===== src/rtl/ahb_arb_pkg.sv =====
// Shared AHB-lite encodings for the multi-requester master arbiter.
package ahb_arb_pkg;

  typedef enum logic [1:0] {
    IDLE   = 2'b00,
    BUSY   = 2'b01,
    NONSEQ = 2'b10,
    SEQ    = 2'b11
  } htrans_t;

  localparam logic [1:0] HRESP_OKAY  = 2'b00;
  localparam logic [1:0] HRESP_ERROR = 2'b01;

  localparam logic [2:0] HSIZE_BYTE = 3'b000;
  localparam logic [2:0] HSIZE_HALF = 3'b001;
  localparam logic [2:0] HSIZE_WORD = 3'b010;

  localparam logic [2:0] HBURST_SINGLE = 3'b000;

endpackage


===== src/rtl/ahb_rr_arbiter.sv =====
// Combinational round-robin pick: first unmasked request at or after ptr.
module ahb_rr_arbiter
  import ahb_arb_pkg::*;
#(
  parameter int unsigned NUM_REQ = 2,
  parameter int unsigned IDW     = 1
) (
  input  logic [NUM_REQ-1:0] req,
  input  logic [NUM_REQ-1:0] mask,
  input  logic [IDW-1:0]     ptr,
  output logic [IDW-1:0]     winner,
  output logic               found
);

  always_comb begin
    int unsigned idx;
    winner = '0;
    found  = 1'b0;
    idx    = 0;
    for (int unsigned k = 0; k < NUM_REQ; k++) begin
      idx = (32'(ptr) + k) % NUM_REQ;
      if (!found && req[idx] && !mask[idx]) begin
        found  = 1'b1;
        winner = IDW'(idx);
      end
    end
  end

endmodule


===== src/rtl/ahb_master_arbiter.sv =====
// Round-robin sharing of one AHB-lite slave port among NUM_REQ requesters.
// Optional wait-state watchdog: define AHB_ARB_TIMEOUT_EN.
module ahb_master_arbiter
  import ahb_arb_pkg::*;
#(
  parameter int unsigned NUM_REQ        = 2,
  parameter int unsigned ADDR_W         = 32,
  parameter int unsigned DATA_W         = 32,
  parameter int unsigned TIMEOUT_CYCLES = 256
) (
  input  logic                        HCLK,
  input  logic                        HRESET,
  input  logic [NUM_REQ-1:0]          req_valid,
  output logic [NUM_REQ-1:0]          req_ready,
  input  logic [NUM_REQ*ADDR_W-1:0]   req_addr,
  input  logic [NUM_REQ-1:0]          req_write,
  input  logic [NUM_REQ*3-1:0]        req_size,
  input  logic [NUM_REQ*DATA_W-1:0]   req_wdata,
  output logic                        rsp_valid,
  output logic [$clog2(NUM_REQ)-1:0]  rsp_id,
  output logic [DATA_W-1:0]           rsp_rdata,
  output logic                        rsp_err,
  output logic                        HSEL,
  output logic [ADDR_W-1:0]           HADDR,
  output logic [1:0]                  HTRANS,
  output logic [2:0]                  HSIZE,
  output logic                        HWRITE,
  output logic [2:0]                  HBURST,
  output logic [DATA_W-1:0]           HWDATA,
  input  logic                        HREADY,
  input  logic [1:0]                  HRESP,
  input  logic [DATA_W-1:0]           HRDATA,
  output logic                        timeout_flag
);

  localparam int unsigned IDW = $clog2(NUM_REQ);

  logic              ap_valid;
  logic [IDW-1:0]    ap_id;
  logic [ADDR_W-1:0] ap_addr;
  logic [2:0]        ap_size;
  logic              ap_write;
  logic [DATA_W-1:0] ap_wdata;

  logic              dp_valid;
  logic [IDW-1:0]    dp_id;
  logic              dp_write;
  logic [DATA_W-1:0] dp_wdata;

  logic [IDW-1:0]     rr_ptr;
  logic [NUM_REQ-1:0] arb_mask;
  logic [IDW-1:0]     arb_winner;
  logic               arb_found;

  logic ap_done;
  logic err_first;
  logic ap_load;

  assign ap_done   = ap_valid & HREADY;
  assign err_first = dp_valid & HRESP[0] & ~HREADY;
  // No new address phase may appear during the first ERROR cycle, so the
  // bus shows IDLE in the second one.
  assign ap_load   = ~err_first & (~ap_valid | HREADY);

  always_comb begin
    arb_mask = '0;
    if (ap_done) arb_mask[ap_id] = 1'b1;
  end

  ahb_rr_arbiter #(
    .NUM_REQ (NUM_REQ),
    .IDW     (IDW)
  ) u_arb (
    .req    (req_valid),
    .mask   (arb_mask),
    .ptr    (rr_ptr),
    .winner (arb_winner),
    .found  (arb_found)
  );

  always_comb begin
    req_ready = '0;
    if (ap_valid && HREADY && !err_first) req_ready[ap_id] = 1'b1;
  end

  always_ff @(posedge HCLK) begin
    if (HRESET) begin
      ap_valid <= 1'b0;
      ap_id    <= '0;
      ap_addr  <= '0;
      ap_size  <= '0;
      ap_write <= 1'b0;
      ap_wdata <= '0;
      rr_ptr   <= '0;
    end else if (ap_load) begin
      ap_valid <= arb_found;
      if (arb_found) begin
        ap_id    <= arb_winner;
        ap_addr  <= req_addr[32'(arb_winner)*ADDR_W +: ADDR_W];
        ap_size  <= req_size[32'(arb_winner)*3 +: 3];
        ap_write <= req_write[arb_winner];
        ap_wdata <= req_wdata[32'(arb_winner)*DATA_W +: DATA_W];
        rr_ptr   <= (arb_winner == IDW'(NUM_REQ-1)) ? '0 : arb_winner + IDW'(1);
      end
    end else if (err_first) begin
      ap_valid <= 1'b0;
    end
  end

  always_ff @(posedge HCLK) begin
    if (HRESET) begin
      dp_valid <= 1'b0;
      dp_id    <= '0;
      dp_write <= 1'b0;
      dp_wdata <= '0;
    end else if (HREADY) begin
      dp_valid <= ap_valid;
      if (ap_valid) begin
        dp_id    <= ap_id;
        dp_write <= ap_write;
        dp_wdata <= ap_wdata;
      end
    end
  end

  assign HSEL   = ap_valid;
  assign HTRANS = ap_valid ? NONSEQ : IDLE;
  assign HADDR  = ap_addr;
  assign HSIZE  = ap_size;
  assign HWRITE = ap_write;
  assign HBURST = HBURST_SINGLE;
  assign HWDATA = dp_wdata;

  assign rsp_valid = dp_valid & HREADY;
  assign rsp_id    = dp_id;
  assign rsp_err   = rsp_valid & HRESP[0];
  assign rsp_rdata = (rsp_valid && !dp_write) ? HRDATA : '0;

  logic unused_inputs;
  assign unused_inputs = HRESP[1];

`ifdef AHB_ARB_TIMEOUT_EN
  localparam int unsigned TW = $clog2(TIMEOUT_CYCLES + 1);

  logic [TW-1:0] wait_cnt;
  logic          tmo_flag;

  // Counter saturates at the limit; the flag is sticky until reset.
  always_ff @(posedge HCLK) begin
    if (HRESET) begin
      wait_cnt <= '0;
      tmo_flag <= 1'b0;
    end else if (HREADY) begin
      wait_cnt <= '0;
    end else if (dp_valid) begin
      if (wait_cnt != TW'(TIMEOUT_CYCLES)) wait_cnt <= wait_cnt + TW'(1);
      if (wait_cnt == TW'(TIMEOUT_CYCLES - 1)) tmo_flag <= 1'b1;
    end
  end

  assign timeout_flag = tmo_flag;
`else
  logic unused_tmo;
  assign unused_tmo   = (TIMEOUT_CYCLES == 0);
  assign timeout_flag = 1'b0;
`endif

endmodule


===== config.mk =====
export PLATFORM = sky130hd
export DESIGN_NAME = ahb_master_arbiter
export DESIGN_NICKNAME = d
export VERILOG_FILES = /design/src/rtl/ahb_arb_pkg.sv /design/src/rtl/ahb_rr_arbiter.sv /design/src/rtl/ahb_master_arbiter.sv
export SDC_FILE = /design/constraint.sdc
export NUM_CORES = 1
export LEC_CHECK = 0
export CAP_MARGIN = 20
export CORE_UTILIZATION = 38
export DETAILED_ROUTE_END_ITERATION = 12
export GPL_TIMING_DRIVEN = 0
export PLACE_DENSITY_LB_ADDON = 0.2
export SLEW_MARGIN = 0
export SYNTH_ARGS = -nofsm -noshare
export SYNTH_HDL_FRONTEND = slang
export SYNTH_SLANG_ARGS = --single-unit

===== constraint.sdc =====
create_clock -name HCLK -period 2.17 [get_ports HCLK]
set_input_delay 0.3255 -clock HCLK [delete_from_list [all_inputs] [get_ports HCLK]]
set_output_delay 0.3255 -clock HCLK [all_outputs]
set_load 0.005 [all_outputs]

==> results.toml <==
[min_path]
holdCritPathClass = "register to register"
min_to = "HWDATA[14]"
hold_depth = 2
min-delay-start = "ap_wdata[14]"

[cts]
cts_tree = "yes"
cts-root-buf = "clkbuf_16"
cts_max_level = 3
clock-sinks = 106
cts_buffers = 9
clk_pin_slew_ps = 70
cts.path.max_buffers = 2
clk_latency_ps = 330

[synthesis]
synth_top_family_by_area = "compound AO/OA/AOI/OAI gates"
postSynthCellCount = 532
synth-adder-area-share_pct = 0
synthTopCellsByCount = "dfxtp_1, nor2_1, mux2i_1, a221oi_1, nand2_1"
synth_compound_area_share_pct = 18.2
synth-edff-count = 0
synth-main-ff-cell = "dfxtp_1"
synth_mux_area_share_pct = 14.5
synth-simple-area-share_pct = 16.4
synth_top_area_share_pct = 44.6
seq_area_frac_synth_pct = 44.6
ys.warnings.count = 0
synthArstFlopShare_pct = 0
synth.cell_area_um2 = 4760
synth_most_common_cell = "dfxtp_1"
synth_seq_cells = 106
synth_area_leaders = "dfxtp_1, mux2i_1, a221oi_1, nor2_1, nand2_1"
synth-xor-area-share_pct = 0
synth_cell_types = 27
synth_top_cell_by_area = "dfxtp_1"
avgSynthCellArea_um2 = 8.94

[timing]
slew_headroom_pct = 63.6
worst_pin_slew_ps = 547
slew_viol_final = 0
period_share_pct = 102
finalClockSkew_ps = 7.16
rsz0062_at_grt = "true"
setup_viol = 4
min_period_ps = 2220
timing.final.ws_setup_ps = -45.2
final-hold-violation-count = 0
fmax_mhz = 451

[global_routing]
first_global_vias = 4988
grt_max_degree = 20
overflow = 0
antenna_found_initial = 0
grt_usage_pct = 23.8
grt_pass1_wl_um = 24300

[finish]
fillers = 1013
nets = 1011
final_util_pct = 68.0
drive_gt1_share_pct = 7.50
area_growth_pct = 73.1
num_antenna_cells = 0
final_cell_area_um2 = 8240

[die]
die_h_um = 114
start_util_pct = 39.3
dieArea_um2 = 13000
coreArea_um2 = 12100
placementRows = 40
fp.dieW_um = 114
io_pins = 287

[setup_path]
worstPathRequired_ps = 1840
slowest_delay_ps = 500
startpoint = "dp_valid"
reg2reg_slack_ps = 190
crit_arrival_ps = 1890
cp-end-kind = "output port"
crit_type = "register to output port"
slowest_stage = "clkdlybuf4s50_1"
rr_startpoint = "HSEL"
r2r.worst_path.cells = 7
start_kind = "register"
path_cells = "and2_4 > nor2b_4 > buf_4 > buf_8 > and2_1 > clkdlybuf4s50_1"
r2r_end = "HADDR[30]"
worst-path-max-fanout = 4

[placement]
dp_slack_ps = -780
gp_congestion = 0.804
portBuffers = 279
place.detailed.hpwl_um = 12300
dpl_cell_area_um2 = 7780

[run_status]
violations = "setup timing"
status = "finished, violations left"

[power]
vdd_drop_max_mv = 0.521
powerDensity_nw_per_um2 = 624
total_power_mw = 5.14
power_leakage_nw = 3.47

[route]
viasPerCell = 5.03
ant_nets = 0
firstDrtPassIters = 4
drt-initial-drc-count = 215
wire_per_inst_um = 15.6
drc = 0
drt_wl_total_um = 15800
vias = 5068

[job]
maxCapViolCount = 0
how the worst max path moves through the flow:
stage	slack, ps	end	cells past startpoint
final	-50	rsp_rdata[15]	6
after global routing	-110	rsp_rdata[15]	6
after CTS	-70	rsp_rdata[11]	6
after detailed placement	-780	rsp_rdata[12]	6
after global placement	-750	rsp_rdata[12]	6
after floorplan	490	HADDR[22]	7
routing by layer:
layer / GRT usage [%] / vias up / wire length (um)
met5: 0 / - / 0
met4: 7.36 / 0 / 317
met3: 5.47 / 21 / 1130
met2: 45.9 / 180 / 8500
met1: 25.4 / 2376 / 5830
li1: - / 2491 / -
cells by family (layout without fill, tap and decap cells):
| kind of cell | count (synthesis) | count (layout) |
|---|---|---|
| other | 1 | 5 |
| buffers and inverters | 61 | 365 |
| multiplexers | 69 | 69 |
| AND/OR/NAND/NOR | 181 | 181 |
| flip-flops | 106 | 106 |
| AO/OA/AOI/OAI | 114 | 114 |
state kept, by name, indices dropped and copies added (netlist names):
register / cells
dp_write: 1
ap_wdata: 32
HWDATA: 32
ap_id: 1
HWRITE: 1
HSIZE: 3
rr_ptr: 1
rsp_id: 1
HSEL: 1
HADDR: 32
dp_valid: 1
critical path: cells and delay by family, from the launching register on:
kind          cells  cell delay [ps]
buf+inv           3              740
simple gates      3              480
flops             1              330
metrics by stage:
stage / hold WS [ps] / std cells / TNS [ps]
2_1_floorplan: 432 / 536 / 0
3_3_place_gp: 440 / 983 / -48700
3_5_place_dp: 444 / 983 / -51610
4_1_cts: 454 / 1003 / -145
5_1_grt: 476 / 1008 / -1450
6_report: 448 / 1008 / -91.7
power by group:
part	internal [mW]	switching [mW]	leakage [nW]
clock network	0.893	0.721	0.138
logic	0.764	0.538	2.46
registers	2.12	0.0975	0.876
cell usage in the layout (no fill, tap or decap), drive strengths merged, types with 2 or more instances in the layout:
| cell type | Yosys | final |
|---|---|---|
| dfxtp | 106 | 106 |
| inv | 4 | 5 |
| clkdlybuf4s50 | 0 | 258 |
| a221oi | 68 | 68 |
| buf | 21 | 30 |
| mux2i | 69 | 69 |
| nor2 | 72 | 72 |
| dlygate4sd2 | 0 | 17 |
| nand2 | 68 | 68 |
| nand3 | 3 | 3 |
| clkinvlp | 0 | 2 |
| clkbuf | 36 | 46 |
| dlymetal6s2s | 0 | 3 |
| clkinv | 0 | 2 |
| a21oi | 38 | 38 |
| and2 | 34 | 34 |
| conb | 1 | 5 |
final cells by class:
| cell class | instances | area, um^2 | area share [%] |
|---|---|---|---|
| tap | 168 | 210 | 2.55 |
| multi-input combinational | 369 | 2390 | 29.1 |
| sequential | 106 | 2120 | 25.8 |
| buffer | 55 | 312 | 3.78 |
| timing repair buffer | 291 | 2890 | 35.1 |
| inverter | 4 | 15.0 | 0.182 |
| clock inverter | 6 | 67.6 | 0.820 |
| clock buffer | 9 | 225 | 2.73 |
repair_timing:
action                                  in CTS  in global routing
buffers inserted                             4                  6
gates resized for setup                     46                  8
endpoints found under the setup margin      96                 58
cloned                                       2                  0
hold buffers                                 0                  0
(Power assumes the default switching activity.)
